**src/rtl/popcount_pkg.sv**
```systemverilog
// Shared types for the ternary popcount accumulator: FSM states and
// activation encodings, plus the threshold compare used to form out_act.
package popcount_pkg;

  typedef enum logic [1:0] {
    IDLE,
    ACC,
    DRAIN,
    DONE
  } state_e;

  localparam logic [1:0] ACT_POS  = 2'b01;
  localparam logic [1:0] ACT_ZERO = 2'b00;
  localparam logic [1:0] ACT_NEG  = 2'b11;

  // Operands arrive sign-extended to 32 bits so that -thr cannot overflow.
  function automatic logic [1:0] ternary_act(input logic signed [31:0] sum,
                                             input logic signed [31:0] thr);
    if (sum > thr) return ACT_POS;
    if (sum < -thr) return ACT_NEG;
    return ACT_ZERO;
  endfunction

endpackage

```
**src/rtl/popcount_tree.sv**
```systemverilog
// Exact combinational population count of a WIDTH-bit vector.
module popcount_tree #(
  parameter int unsigned WIDTH = 29
) (
  input  logic [WIDTH-1:0]           bits,
  output logic [$clog2(WIDTH+1)-1:0] count
);

  localparam int unsigned CW = $clog2(WIDTH + 1);

  always_comb begin
    count = '0;
    for (int unsigned i = 0; i < WIDTH; i++) begin
      count = count + CW'(bits[i]);
    end
  end

endmodule

```
**src/rtl/popcount_accum.sv**
```systemverilog
// Ternary neuron evaluation: per-beat lane difference popcount, saturating
// accumulation over num_beats beats, then thresholded ternary activation.
module popcount_accum
  import popcount_pkg::*;
#(
  parameter int unsigned WIDTH  = 29,
  parameter int unsigned ACC_W  = 12,
  parameter int unsigned BEAT_W = 8
) (
  input  logic              clk,
  input  logic              rst_n,
  input  logic              start,
  input  logic [BEAT_W-1:0] num_beats,
  input  logic [ACC_W-1:0]  threshold,
  input  logic              in_valid,
  output logic              in_ready,
  input  logic [WIDTH-1:0]  in_pos,
  input  logic [WIDTH-1:0]  in_neg,
  output logic              out_valid,
  input  logic              out_ready,
  output logic [ACC_W-1:0]  out_sum,
  output logic [1:0]        out_act
);

  localparam int unsigned CW = $clog2(WIDTH + 1);
  localparam int unsigned DW = CW + 1;
  localparam logic signed [ACC_W-1:0] ACC_MAX = {1'b0, {(ACC_W-1){1'b1}}};
  localparam logic signed [ACC_W-1:0] ACC_MIN = {1'b1, {(ACC_W-1){1'b0}}};

  if (ACC_W < $clog2(WIDTH) + 2 || ACC_W > 31) begin : g_bad_acc_w
    $error("popcount_accum: ACC_W too narrow for WIDTH (or above 31)");
  end

  logic [CW-1:0]           pc_pos, pc_neg;
  logic signed [DW-1:0]    diff;
  logic                    xfer;
  logic signed [ACC_W:0]   s1_ext, sum_ext;

  state_e                  state_q, state_d;
  logic [BEAT_W-1:0]       beats_q, beats_d;
  logic signed [DW-1:0]    s1_q, s1_d;
  logic                    s1_vld_q, s1_vld_d;
  logic signed [ACC_W-1:0] acc_q, acc_d;
  logic signed [ACC_W-1:0] thr_q, thr_d;
  logic [ACC_W-1:0]        out_sum_q, out_sum_d;
  logic [1:0]              out_act_q, out_act_d;

  popcount_tree #(.WIDTH(WIDTH)) u_pc_pos (.bits(in_pos & ~in_neg), .count(pc_pos));
  popcount_tree #(.WIDTH(WIDTH)) u_pc_neg (.bits(in_neg & ~in_pos), .count(pc_neg));

  assign diff = $signed({1'b0, pc_pos}) - $signed({1'b0, pc_neg});

  always_comb begin
    xfer      = (state_q == ACC) && in_valid;
    s1_ext    = {{(ACC_W+1-DW){s1_q[DW-1]}}, s1_q};
    sum_ext   = {acc_q[ACC_W-1], acc_q} + s1_ext;
    state_d   = state_q;
    beats_d   = beats_q;
    acc_d     = acc_q;
    thr_d     = thr_q;
    out_sum_d = out_sum_q;
    out_act_d = out_act_q;
    s1_d      = xfer ? diff : '0;
    s1_vld_d  = xfer;

    // One guard bit above the accumulator exposes overflow for clamping.
    if (s1_vld_q) begin
      if (sum_ext[ACC_W] != sum_ext[ACC_W-1]) acc_d = sum_ext[ACC_W] ? ACC_MIN : ACC_MAX;
      else acc_d = sum_ext[ACC_W-1:0];
    end

    case (state_q)
      IDLE: begin
        if (start) begin
          state_d = ACC;
          beats_d = (num_beats == '0) ? BEAT_W'(1) : num_beats;
          acc_d   = '0;
          thr_d   = threshold;
        end
      end
      ACC: begin
        if (in_valid) begin
          beats_d = beats_q - BEAT_W'(1);
          if (beats_q == BEAT_W'(1)) state_d = DRAIN;
        end
      end
      DRAIN: begin
        if (!s1_vld_q) begin
          state_d   = DONE;
          out_sum_d = acc_q;
          out_act_d = ternary_act(32'(acc_q), 32'(thr_q));
        end
      end
      DONE: begin
        if (out_ready) state_d = IDLE;
      end
      default: state_d = IDLE;
    endcase
  end

  always_ff @(posedge clk or negedge rst_n) begin
    if (!rst_n) begin
      state_q   <= IDLE;
      beats_q   <= '0;
      s1_q      <= '0;
      s1_vld_q  <= 1'b0;
      acc_q     <= '0;
      thr_q     <= '0;
      out_sum_q <= '0;
      out_act_q <= ACT_ZERO;
    end else begin
      state_q   <= state_d;
      beats_q   <= beats_d;
      s1_q      <= s1_d;
      s1_vld_q  <= s1_vld_d;
      acc_q     <= acc_d;
      thr_q     <= thr_d;
      out_sum_q <= out_sum_d;
      out_act_q <= out_act_d;
    end
  end

  assign in_ready  = (state_q == ACC);
  assign out_valid = (state_q == DONE);
  assign out_sum   = out_sum_q;
  assign out_act   = out_act_q;

endmodule

```
**config.mk**
```make
export PLATFORM = sky130hd
export DESIGN_NAME = popcount_accum
export DESIGN_NICKNAME = d
export VERILOG_FILES = /design/src/rtl/popcount_pkg.sv /design/src/rtl/popcount_tree.sv /design/src/rtl/popcount_accum.sv
export SDC_FILE = /design/constraint.sdc
export NUM_CORES = 1
export LEC_CHECK = 0
export CAP_MARGIN = 20
export CORE_ASPECT_RATIO = 2
export CORE_MARGIN = 1.5
export CORE_UTILIZATION = 55
export CTS_CLUSTER_SIZE = 40
export DETAILED_ROUTE_END_ITERATION = 8
export GPL_ROUTABILITY_DRIVEN = 0
export PLACE_DENSITY = 0.82
export RECOVER_POWER = 50
export SYNTH_ARGS = -nofsm -noshare
export SYNTH_HDL_FRONTEND = slang
export SYNTH_HIERARCHICAL = 1
export SYNTH_SLANG_ARGS = --single-unit
```
**constraint.sdc**
```tcl
create_clock -name clk -period 3.8 [get_ports clk]
set_clock_uncertainty 0.2 [all_clocks]
set_input_delay 0.95 -clock clk [delete_from_list [all_inputs] [get_ports clk]]
set_output_delay 0.95 -clock clk [all_outputs]
set_load 0.05 [all_outputs]
```
==> out/metrics.cfg <==
[final_layout]
diodes = 0
fill_cells = 826
multi_input_area_um2 = 4703
fin_util_pct = 71.74
syn_to_final_growth_pct = 25.90
fin_nets = 1017
layout-drive-gt1-share_pct = 18.73
final_cells = 946
register_area_um2 = 1376

[job]
maxCapViolations = 0

[clocking]
htreeDepth = 2
cts.clk_slew.worst_paths_ps = 70
clkLatencyLatePin_ps = 300
cts-buffers-inserted = 5
root_buffer = clkbuf_16
holdBufCountCts = 0
cts_tree = done
cts.sinks = 55
clock_path_buffers = 2

[timing]
fmax_mhz = 156.9
min_period_ps = 6374
holdWs_ps = 285.9
maxSlewViolCount = 0
setup_viol = 6
fin_ws_ps = -2574
hold_viol = 0
rsz0062_at_grt = yes
worstMarginPinSlew_ps = 1328
final.period_utilization_pct = 167.7
slew_headroom_pct = 11.44

[yosys]
post-synth-top-count-cell = inv_1
synth_edf_count = 0
synth_largest_area_cell = dfrtp_1
synth-seq-cells = 55
netlist_area_um2 = 6237
syn_nets = 902
synth_area_leaders = dfrtp_1 22%, ha_1 17%, fa_1 14%
synthTopCellsByCount = 99 x inv_1, 85 x ha_1, 62 x nor2b_1
synthFlopType = dfrtp_1
yosys_warnings = 6
syn_inst = 690
synth_top_area_share_pct = 22.07
synth_cell_type_count = 61
ys_seq_area_share_pct = 22.07
syn_avg_cell_area_um2 = 9.039
ys_async_sr_fraction_pct = 100.0

[critical_path]
start_kind = input port
arrival_ps = 6340
r2r_cells = 14
reg2reg_slack_ps = 250
critPathMaxFanout = 2
startpoint = in_neg[13]
path_class = in2reg
r2r_start = thr_q[2]
endpoint_kind = flop
required_ps = 3770

[grt]
grt_max_degree = 32
antenna_found_initial = 0
grt_pass1_wl_um = 25610
grt_pass1_vias = 5899
gr-usage-all-layers_pct = 27.11
gr-total-overflow = 0

[drt]
drt.antenna.violating_nets = 0
drtIter0Drc = 280
vias_per_cell = 5.796
finalWirelength_um = 15880
drc_errors = 0
firstDrtPassIters = 4
routedWlPerCell_um = 16.79
vias = 5483

[run_status]
violations = setup timing
status = finished with violations

[die]
core_um2 = 10950
initial_core_util_pct = 56.98
pin_count = 99
die_w_um = 78.30
rows = 54
fp.dieH_um = 153.6
dieArea_um2 = 12030

[worst_hold_path]
min_from = out_sum[0]
min_path_cells = 2
hold_class = reg2reg

[placement]
dpl.hpwl_um = 12950
dp_slack_ps = -3206
dp_cells = 932
portBuffers = 98

-- final timing paths --
| check | to |
|---|---|
| setup / recovery | s1_q[3] |
| hold / removal | out_sum[0] |
| setup reg to reg | out_act[0] |
| hold reg to reg | out_sum[0] |
| max in group asynchronous | acc_q[6] |
| min in group asynchronous | thr_q[11] |
-- flip-flops by register name, summed over array words and instances, names as in the netlist --
| signal | flops |
|---|---|
| acc_q | 12 |
| out_sum | 12 |
| thr_q | 12 |
| beats_q | 8 |
| s1_q | 6 |
| out_act | 2 |
| state_q | 2 |
| s1_vld_q | 1 |
-- routing by layer --
metal	up-vias	routed length [µm]	GRT usage, %
met4	0	1098	17.86
met3	79	327	2.374
met5	-	0	0
li1	2576	-	-
met2	156	9598	56.48
met1	2672	4857	22.44
-- layout by cell type, fill, tap and decap left out, types with 4 or more instances in the layout --
cell type / netlist / final
nand2b_1: 5 / 5
mux2_2: 11 / 11
o21ai_0: 40 / 40
maj3_2: 7 / 7
fa_2: 0 / 4
dfrtp_1: 55 / 55
a31oi_1: 10 / 9
nor4_1: 7 / 5
nor2b_2: 0 / 4
nand3_1: 8 / 8
inv_2: 0 / 10
ha_1: 85 / 83
nor3_1: 10 / 9
o211ai_1: 4 / 4
a21oi_1: 34 / 33
o31ai_1: 7 / 7
a21o_1: 10 / 10
o21ai_1: 8 / 7
xor2_1: 8 / 8
nor2b_4: 0 / 23
nor2b_1: 62 / 35
nand2_1: 48 / 48
nand4_1: 7 / 7
a211oi_1: 7 / 6
fa_1: 44 / 40
xnor2_1: 17 / 15
clkbuf_16: 0 / 5
buf_2: 1 / 19
o22a_1: 6 / 6
a21oi_2: 10 / 11
clkdlybuf4s50_1: 0 / 66
nor2_1: 31 / 31
buf_4: 0 / 18
inv_1: 99 / 89
buf_6: 1 / 7
-- worst max-delay path: stages --
cell and delay (ps):
buf_8 100, nor2b_4 120, fa_1 550, inv_2 40
fa_1 520, inv_2 50, fa_1 490, fa_1 520
inv_2 50, fa_1 490, fa_1 430, fa_2 380
inv_2 70, fa_1 430, inv_2 90, buf_4 120
ha_4 200, a21o_1 180, a21o_1 190, buf_6 130
xnor2_2 180, nor2_1 70
-- timing repair --
action / CTS / global route
buffers inserted: 3 / 3
setup endpoints to repair: 6 / 8
pin swaps: 41 / 25
gates resized for setup: 158 / 35
-- cell type report --
type	instances	area share (%)
well taps	140	2.231
clock inverters	2	0.1593
inverters	99	4.732
clock buffers	6	1.641
multi-input cells	522	59.89
flip-flops and latches	55	17.53
repair buffers	122	13.81
-- cells by family (layout without fill, tap and decap cells) --
logic type	Yosys count	in the layout	synth area share (%)
muxes	12	12	2.146
AOI/OAI and AO/OA	153	153	15.79
and+or+nand+nor	196	196	17.09
xor gates and xnor gates	25	25	3.511
adders and majority gates	136	136	32.44
buffers and inverters	113	229	6.961
DFF	55	55	22.07
-- stage by stage --
step / area, µm² / setup TNS (ps)
after floorplan: 6261 / -12840
final: 7853 / -13720
after detailed placement: 7485 / -17460
after global placement: 7485 / -16880
after global routing: 7853 / -14400
after CTS: 7759 / -13440
Power is left out: the tool's default activity adds up to more than one toggle a clock period on the data nets, which glitch-free logic cannot reach.
